==> src/rtl/fetch_align_pkg.sv <==
// fetch_align_pkg: fetch FSM states and instruction-length helper shared by the fetch stage.
package fetch_align_pkg;

    typedef enum logic [1:0] {
        FETCH_IDLE  = 2'd0,
        FETCH_WAIT  = 2'd1,
        FETCH_FLUSH = 2'd2
    } fetch_state_t;

    localparam logic [1:0] INSTR32_LSB = 2'b11;

    function automatic logic is_instr32(input logic [15:0] hw);
        return hw[1:0] == INSTR32_LSB;
    endfunction

endpackage

==> src/rtl/fetch_align_hw_queue.sv <==
// fetch_align_hw_queue: halfword FIFO, push 0/1/2 and pop 0/1/2 per cycle, head and head+1 peek.
module fetch_align_hw_queue #(
    parameter int QDEPTH = 4,
    parameter int CW     = $clog2(QDEPTH + 1)
) (
    input  logic          I_clk,
    input  logic          I_rst,
    input  logic          I_clear,
    input  logic [1:0]    I_push_n,
    input  logic [31:0]   I_push_data,
    input  logic [1:0]    I_pop_n,
    output logic [CW-1:0] O_count,
    output logic [15:0]   O_head0,
    output logic [15:0]   O_head1
);

    logic [15:0]   r_mem  [QDEPTH];
    logic [15:0]   w_next [QDEPTH];
    logic [CW-1:0] r_count;
    int            w_keep;

    assign w_keep  = int'(r_count) - int'(I_pop_n);
    assign O_count = r_count;
    assign O_head0 = r_mem[0];
    assign O_head1 = r_mem[1];

    // Entries stay packed at index 0: survivors shift down, pushes land right behind them.
    always_comb begin
        for (int i = 0; i < QDEPTH; i++) begin
            w_next[i] = r_mem[i];
            if (i < w_keep)
                w_next[i] = I_pop_n == 2'd2 ? r_mem[(i + 2) % QDEPTH] :
                            I_pop_n == 2'd1 ? r_mem[(i + 1) % QDEPTH] : r_mem[i];
            else if (i == w_keep && I_push_n != 2'd0)
                w_next[i] = I_push_data[15:0];
            else if (i == w_keep + 1 && I_push_n == 2'd2)
                w_next[i] = I_push_data[31:16];
        end
    end

    always_ff @(posedge I_clk) begin
        if (I_rst) begin
            r_count <= '0;
            for (int i = 0; i < QDEPTH; i++) r_mem[i] <= '0;
        end else if (I_clear) begin
            r_count <= '0;
        end else begin
            r_count <= CW'(w_keep + int'(I_push_n));
            for (int i = 0; i < QDEPTH; i++) r_mem[i] <= w_next[i];
        end
    end

endmodule

==> src/rtl/fetch_align.sv <==
// fetch_align: fetches memory words into a halfword queue and hands decode one aligned
// instruction per handshake, reassembling 32-bit instructions that straddle words.
module fetch_align
    import fetch_align_pkg::*;
#(
    parameter logic [31:0] RESET_PC = 32'h0000_0000,
    parameter int          QDEPTH   = 4
) (
    input  logic        I_clk,
    input  logic        I_rst,
    output logic        O_imem_req,
    output logic [31:0] O_imem_addr,
    input  logic        I_imem_ack,
    input  logic [31:0] I_imem_data,
    output logic        O_valid,
    input  logic        I_ready,
    output logic [31:0] O_data,
    output logic [31:0] O_pc,
    input  logic        I_redirect,
    input  logic [31:0] I_target
);

    localparam int CW = $clog2(QDEPTH + 1);

    fetch_state_t  r_state;
    logic          r_req;
    logic          r_skip;
    logic [31:0]   r_addr;
    logic [31:0]   r_req_addr;
    logic [31:0]   r_pc;
    logic [CW-1:0] w_count;
    logic [15:0]   w_hw0;
    logic [15:0]   w_hw1;
    logic          w_is32;
    logic          w_ack;
    logic          w_take;
    logic          w_push;
    logic          w_room;
    logic [1:0]    w_pop_n;
    logic [1:0]    w_push_n;
    logic [31:0]   w_push_data;

    assign w_is32      = is_instr32(w_hw0);
    assign O_valid     = w_count >= (w_is32 ? CW'(2) : CW'(1));
    assign O_data      = w_is32 ? {w_hw1, w_hw0} : {16'h0000, w_hw0};
    assign O_pc        = r_pc;
    assign O_imem_req  = r_req;
    assign O_imem_addr = r_req_addr;
    assign w_ack       = r_req && I_imem_ack;
    assign w_take      = O_valid && I_ready && !I_redirect;
    assign w_pop_n     = w_take ? (w_is32 ? 2'd2 : 2'd1) : 2'd0;
    assign w_push      = w_ack && r_state == FETCH_WAIT && !I_redirect;
    assign w_push_n    = w_push ? (r_skip ? 2'd1 : 2'd2) : 2'd0;
    assign w_push_data = r_skip ? {16'h0000, I_imem_data[31:16]} : I_imem_data;
    // Only issue from IDLE, so nothing is in flight and two free slots cover the reply.
    assign w_room      = w_count <= CW'(QDEPTH - 2);

    fetch_align_hw_queue #(.QDEPTH(QDEPTH), .CW(CW)) u_queue (
        .I_clk      (I_clk),
        .I_rst      (I_rst),
        .I_clear    (I_redirect),
        .I_push_n   (w_push_n),
        .I_push_data(w_push_data),
        .I_pop_n    (w_pop_n),
        .O_count    (w_count),
        .O_head0    (w_hw0),
        .O_head1    (w_hw1)
    );

    always_ff @(posedge I_clk) begin
        if (I_rst) begin
            r_state    <= FETCH_IDLE;
            r_req      <= 1'b0;
            r_addr     <= RESET_PC & ~32'h3;
            r_req_addr <= RESET_PC & ~32'h3;
            r_pc       <= RESET_PC;
            r_skip     <= RESET_PC[1];
        end else begin
            if (w_take) r_pc <= r_pc + (w_is32 ? 32'd4 : 32'd2);
            if (w_push) begin
                r_addr <= r_addr + 32'd4;
                r_skip <= 1'b0;
            end
            if (I_redirect) begin
                r_pc   <= I_target & ~32'h1;
                r_addr <= I_target & ~32'h3;
                r_skip <= I_target[1];
            end
            case (r_state)
                FETCH_IDLE:
                    if (!I_redirect && w_room) begin
                        r_state    <= FETCH_WAIT;
                        r_req      <= 1'b1;
                        r_req_addr <= r_addr;
                    end
                FETCH_WAIT:
                    if (w_ack) begin
                        r_state <= FETCH_IDLE;
                        r_req   <= 1'b0;
                    end else if (I_redirect) begin
                        r_state <= FETCH_FLUSH;
                    end
                FETCH_FLUSH:
                    if (w_ack) begin
                        r_state <= FETCH_IDLE;
                        r_req   <= 1'b0;
                    end
                default: begin
                    r_state <= FETCH_IDLE;
                    r_req   <= 1'b0;
                end
            endcase
        end
    end

endmodule
==> config.mk <==
export PLATFORM = sky130hd
export DESIGN_NAME = fetch_align
export DESIGN_NICKNAME = d
export VERILOG_FILES = /design/src/rtl/fetch_align_pkg.sv /design/src/rtl/fetch_align_hw_queue.sv /design/src/rtl/fetch_align.sv
export SDC_FILE = /design/constraint.sdc
export NUM_CORES = 1
export LEC_CHECK = 0
export CAP_MARGIN = 5
export CORE_ASPECT_RATIO = 1.1
export CORE_MARGIN = 10
export CORE_UTILIZATION = 50
export CTS_BUF_LIST = sky130_fd_sc_hd__clkbuf_8
export DETAILED_ROUTE_END_ITERATION = 7
export PLACE_DENSITY = 0.83
export SYNTH_ARGS = -nofsm -noshare
export SYNTH_HDL_FRONTEND = slang
export SYNTH_SLANG_ARGS = --single-unit
==> constraint.sdc <==
create_clock -name I_clk -period 9.24 [get_ports I_clk]
set_clock_uncertainty 0.1 [all_clocks]
set_input_delay 1.386 -clock I_clk [delete_from_list [all_inputs] [get_ports I_clk]]
set_output_delay 1.386 -clock I_clk [all_outputs]
set_load 0.01 [all_outputs]
==> results.py <==
metrics = {
    "outcome": {
        "outcome": "finished, final reports clean",
    },
    "die": {
        "rows": 54,
        "fp.dieW_um": 155,
        "die_h_um": 169,
        "initial_core_util_pct": 50.8,
        "core_sq_mm": 0.0198,
        "die-area_sq_mm": 0.0262,
        "ios": 167,
    },
    "synthesis": {
        "synth-edff-count": 64,
        "synth_top_area_cell": "dfxtp_1",
        "synth.area.top_cells": "dfxtp_1 (20%), edfxtp_1 (19%), mux2i_1 (6.7%)",
        "synth_mux_area_share_pct": 7.01,
        "synthAdderAreaFrac_pct": 2.09,
        "async_reset_ff_share_pct": 0,
        "synthXorXnorAreaFrac_pct": 3.47,
        "ys_ff_latch": 162,
        "ys.flop_type": "dfxtp_1",
        "synth_cell_types": 70,
        "synth-simple-area-share_pct": 19.1,
        "yosysSeqAreaShare_pct": 38.6,
        "synth_area_per_cell_sq_um": 8.85,
        "yosysWarnings": 0,
        "synth-compound-area-share_pct": 24.3,
        "synth_top_area_share_pct": 19.5,
        "synth_top_family_by_area": "compound AO/OA/AOI/OAI gates",
        "syn_area_sq_mm": 0.0101,
        "synthCells": 1136,
    },
    "placement": {
        "dp_hpwl_um": 21800,
        "place.gp.congestion": 0.925,
        "numPortBuffers": 162,
        "dp.cells": 1475,
        "dpl_cell_area_sq_mm": 0.0117,
    },
    "clocking": {
        "path_clk_slew_ns": 0.10,
        "cts.htree.levels": 4,
        "numCtsBuffers": 17,
        "cts_hold_buf": 0,
        "clk_root_buffer_cell": "clkbuf_8",
        "tritoncts": "built",
        "clock_sinks": 162,
        "cts-resized-gates": 0,
        "post_cts_buffers": 0,
        "clk_latency_ns": 0.48,
        "cts_buffer_depth": 2,
    },
    "cells_and_area": {
        "layout_common_cells": "clkdlybuf4s50_1 (160), a21oi_1 (103), nand2_1 (101)",
        "multi_input_area_sq_mm": 0.00565,
        "final_cells": 1508,
        "fillers": 1686,
        "synthToLayoutAreaGrowth_pct": 20.7,
        "drive_above_1_share_pct": 6.06,
        "nets": 1326,
        "fin_area_sq_mm": 0.0121,
        "seq_area_sq_mm": 0.00388,
        "layout_commonest_cell": "clkdlybuf4s50_1",
    },
    "global_routing": {
        "grt_max_degree": 62,
        "grt_overflow": 0,
        "grt_pass1_vias": 9496,
        "grt_antenna_before_repair": 1,
        "grt_usage_pct": 24.1,
        "grt_pass1_wl_um": 51700,
    },
    "timing": {
        "hold_slack_ns": 0.359,
        "max_slew_margin_pct": 13.2,
        "rsz0062_at_grt": "false",
        "fin_crit_ns": 6.96,
        "final.setup.tns_ns": 0,
        "fmaxAchievable_ghz": 0.144,
        "hold_violations": 0,
        "period_share_pct": 75.3,
        "slew_violations": 0,
        "tightest_slew_ns": 1.30,
        "setup_viol": 0,
    },
    "detailed_routing": {
        "wl_per_cell_um": 21.6,
        "vias": 9770,
        "drc_errors": 0,
        "vias_per_cell": 6.48,
        "ant_nets": 0,
        "drt-total-wl_um": 32600,
        "dr.first_iter.drc_count": 1126,
        "drtPass1Iterations": 6,
    },
    "flow_run": {
        "cap_violations": 0,
    },
    "power_and_ir_drop": {
        "power_density_mw_per_mm2": 156,
        "vdd_drop_max_uv": 104,
        "seq_power_share_pct": 45.9,
        "internal-power_w": 0.00125,
        "clkPwrFrac_pct": 28.5,
        "combPwrFrac_pct": 25.5,
        "power.leakage_nw": 4.04,
        "switching_share_pct": 34.0,
        "power_switching_w": 0.000644,
    },
    "min_path": {
        "min-delay-path-class": "flip-flop to flip-flop",
    },
    "critical_path": {
        "worstPathRequired_ns": 9.31,
        "worstSetupPathType": "input port to flip-flop",
        "crit_path_end_kind": "flip-flop",
        "critPathMaxFanout": 58,
        "startpoint_type": "input port",
        "cp.arrival_ns": 7.03,
    },
}
[cell usage after synthesis (25+ instances only)]
| cell type | instances |
|---|---|
| nand3_1 | 68 |
| a31oi_1 | 31 |
| mux2i_1 | 67 |
| and3_1 | 32 |
| edfxtp_1 | 64 |
| nand2_1 | 101 |
| clkbuf_1 | 71 |
| o21ai_0 | 34 |
| inv_1 | 34 |
| dfxtp_1 | 98 |
| nor2_1 | 25 |
| xnor2_1 | 25 |
| o21a_1 | 25 |
| a21oi_1 | 104 |
[sequential cells by signal, indices dropped and copies added, names as in the netlist]
signal	flops
r_state	2
r_addr	30
u_queue.O_count	3
r_skip	1
O_pc	31
O_imem_req	1
u_queue.r_mem	64
O_imem_addr	30
[cell type report]
cell class                 count  area share [%]
timing repair buffer         182            14.5
tap                          252            2.60
sequential                   162            32.0
clock buffer                  19            2.15
antenna                        1          0.0206
inverter                      34            1.05
clock inverter                13            1.12
multi-input combinational    845            46.5
[through the flow]
stage	setup slack, ns	power [W]	util (%)
6_report	2.28	0.00190	61.3
4_1_cts	2.43	0.00189	61.3
5_1_grt	1.98	0.00197	61.3
3_5_place_dp	1.94	0.00136	59.3
3_3_place_gp	1.97	0.00135	59.3
2_1_floorplan	3.93	0.00115	-
[metal layers]
layer | routed length, um | track usage, % | up-vias
met5 | 0 | 0 | -
met4 | 1060 | 10.3 | 0
met3 | 3720 | 6.84 | 90
met2 | 15900 | 39.2 | 619
met1 | 12000 | 29.1 | 4569
li1 | - | - | 4492
[worst max-delay path: stages]
cell and delay [ns]:
buf_2 0.10, inv_1 0.04, buf_4 0.45, nand2_1 0.65, nor2_4 0.22, buf_4 0.57, inv_1 0.26, fa_1 0.81
nor2b_1 0.22, a2bb2oi_1 0.71, buf_4 0.35, a21oi_1 0.09, o21bai_1 0.78, buf_4 0.34
[cell families after synthesis]
group | Yosys count
multiplexers | 70
XOR/XNOR | 39
other | 1
adder cells (fa/ha/maj) | 15
AND/OR/NAND/NOR | 358
buffers and inverters | 131
AO/OA/AOI/OAI | 360
flip-flops | 162
[power by group through the flow]
stage / Combinational (W) / Clock [W] / Sequential (W)
2_1_floorplan: 0.000281 / 0 / 0.000874
3_3_place_gp: 0.000465 / 0 / 0.000881
3_5_place_dp: 0.000476 / 0 / 0.000883
4_1_cts: 0.000480 / 0.000541 / 0.000867
5_1_grt: 0.000524 / 0.000573 / 0.000877
6_report: 0.000484 / 0.000541 / 0.000871
[path summary, 6_finish.rpt]
| path | start | end | slack, ns | depth (start not counted) |
|---|---|---|---|---|
| worst max register to register | u_queue.r_mem[0][1] | u_queue.r_mem[2][14] | 2.36 | 16 |
| worst max-delay path | I_redirect | u_queue.r_mem[2][14] | 2.28 | 14 |
| worst min-delay path | O_imem_addr[20] | O_imem_addr[20] | 0.36 | 2 |
| worst min register to register | O_imem_addr[20] | O_imem_addr[20] | 0.36 | 2 |
No activity file was read; power rests on OpenSTA's default activity.
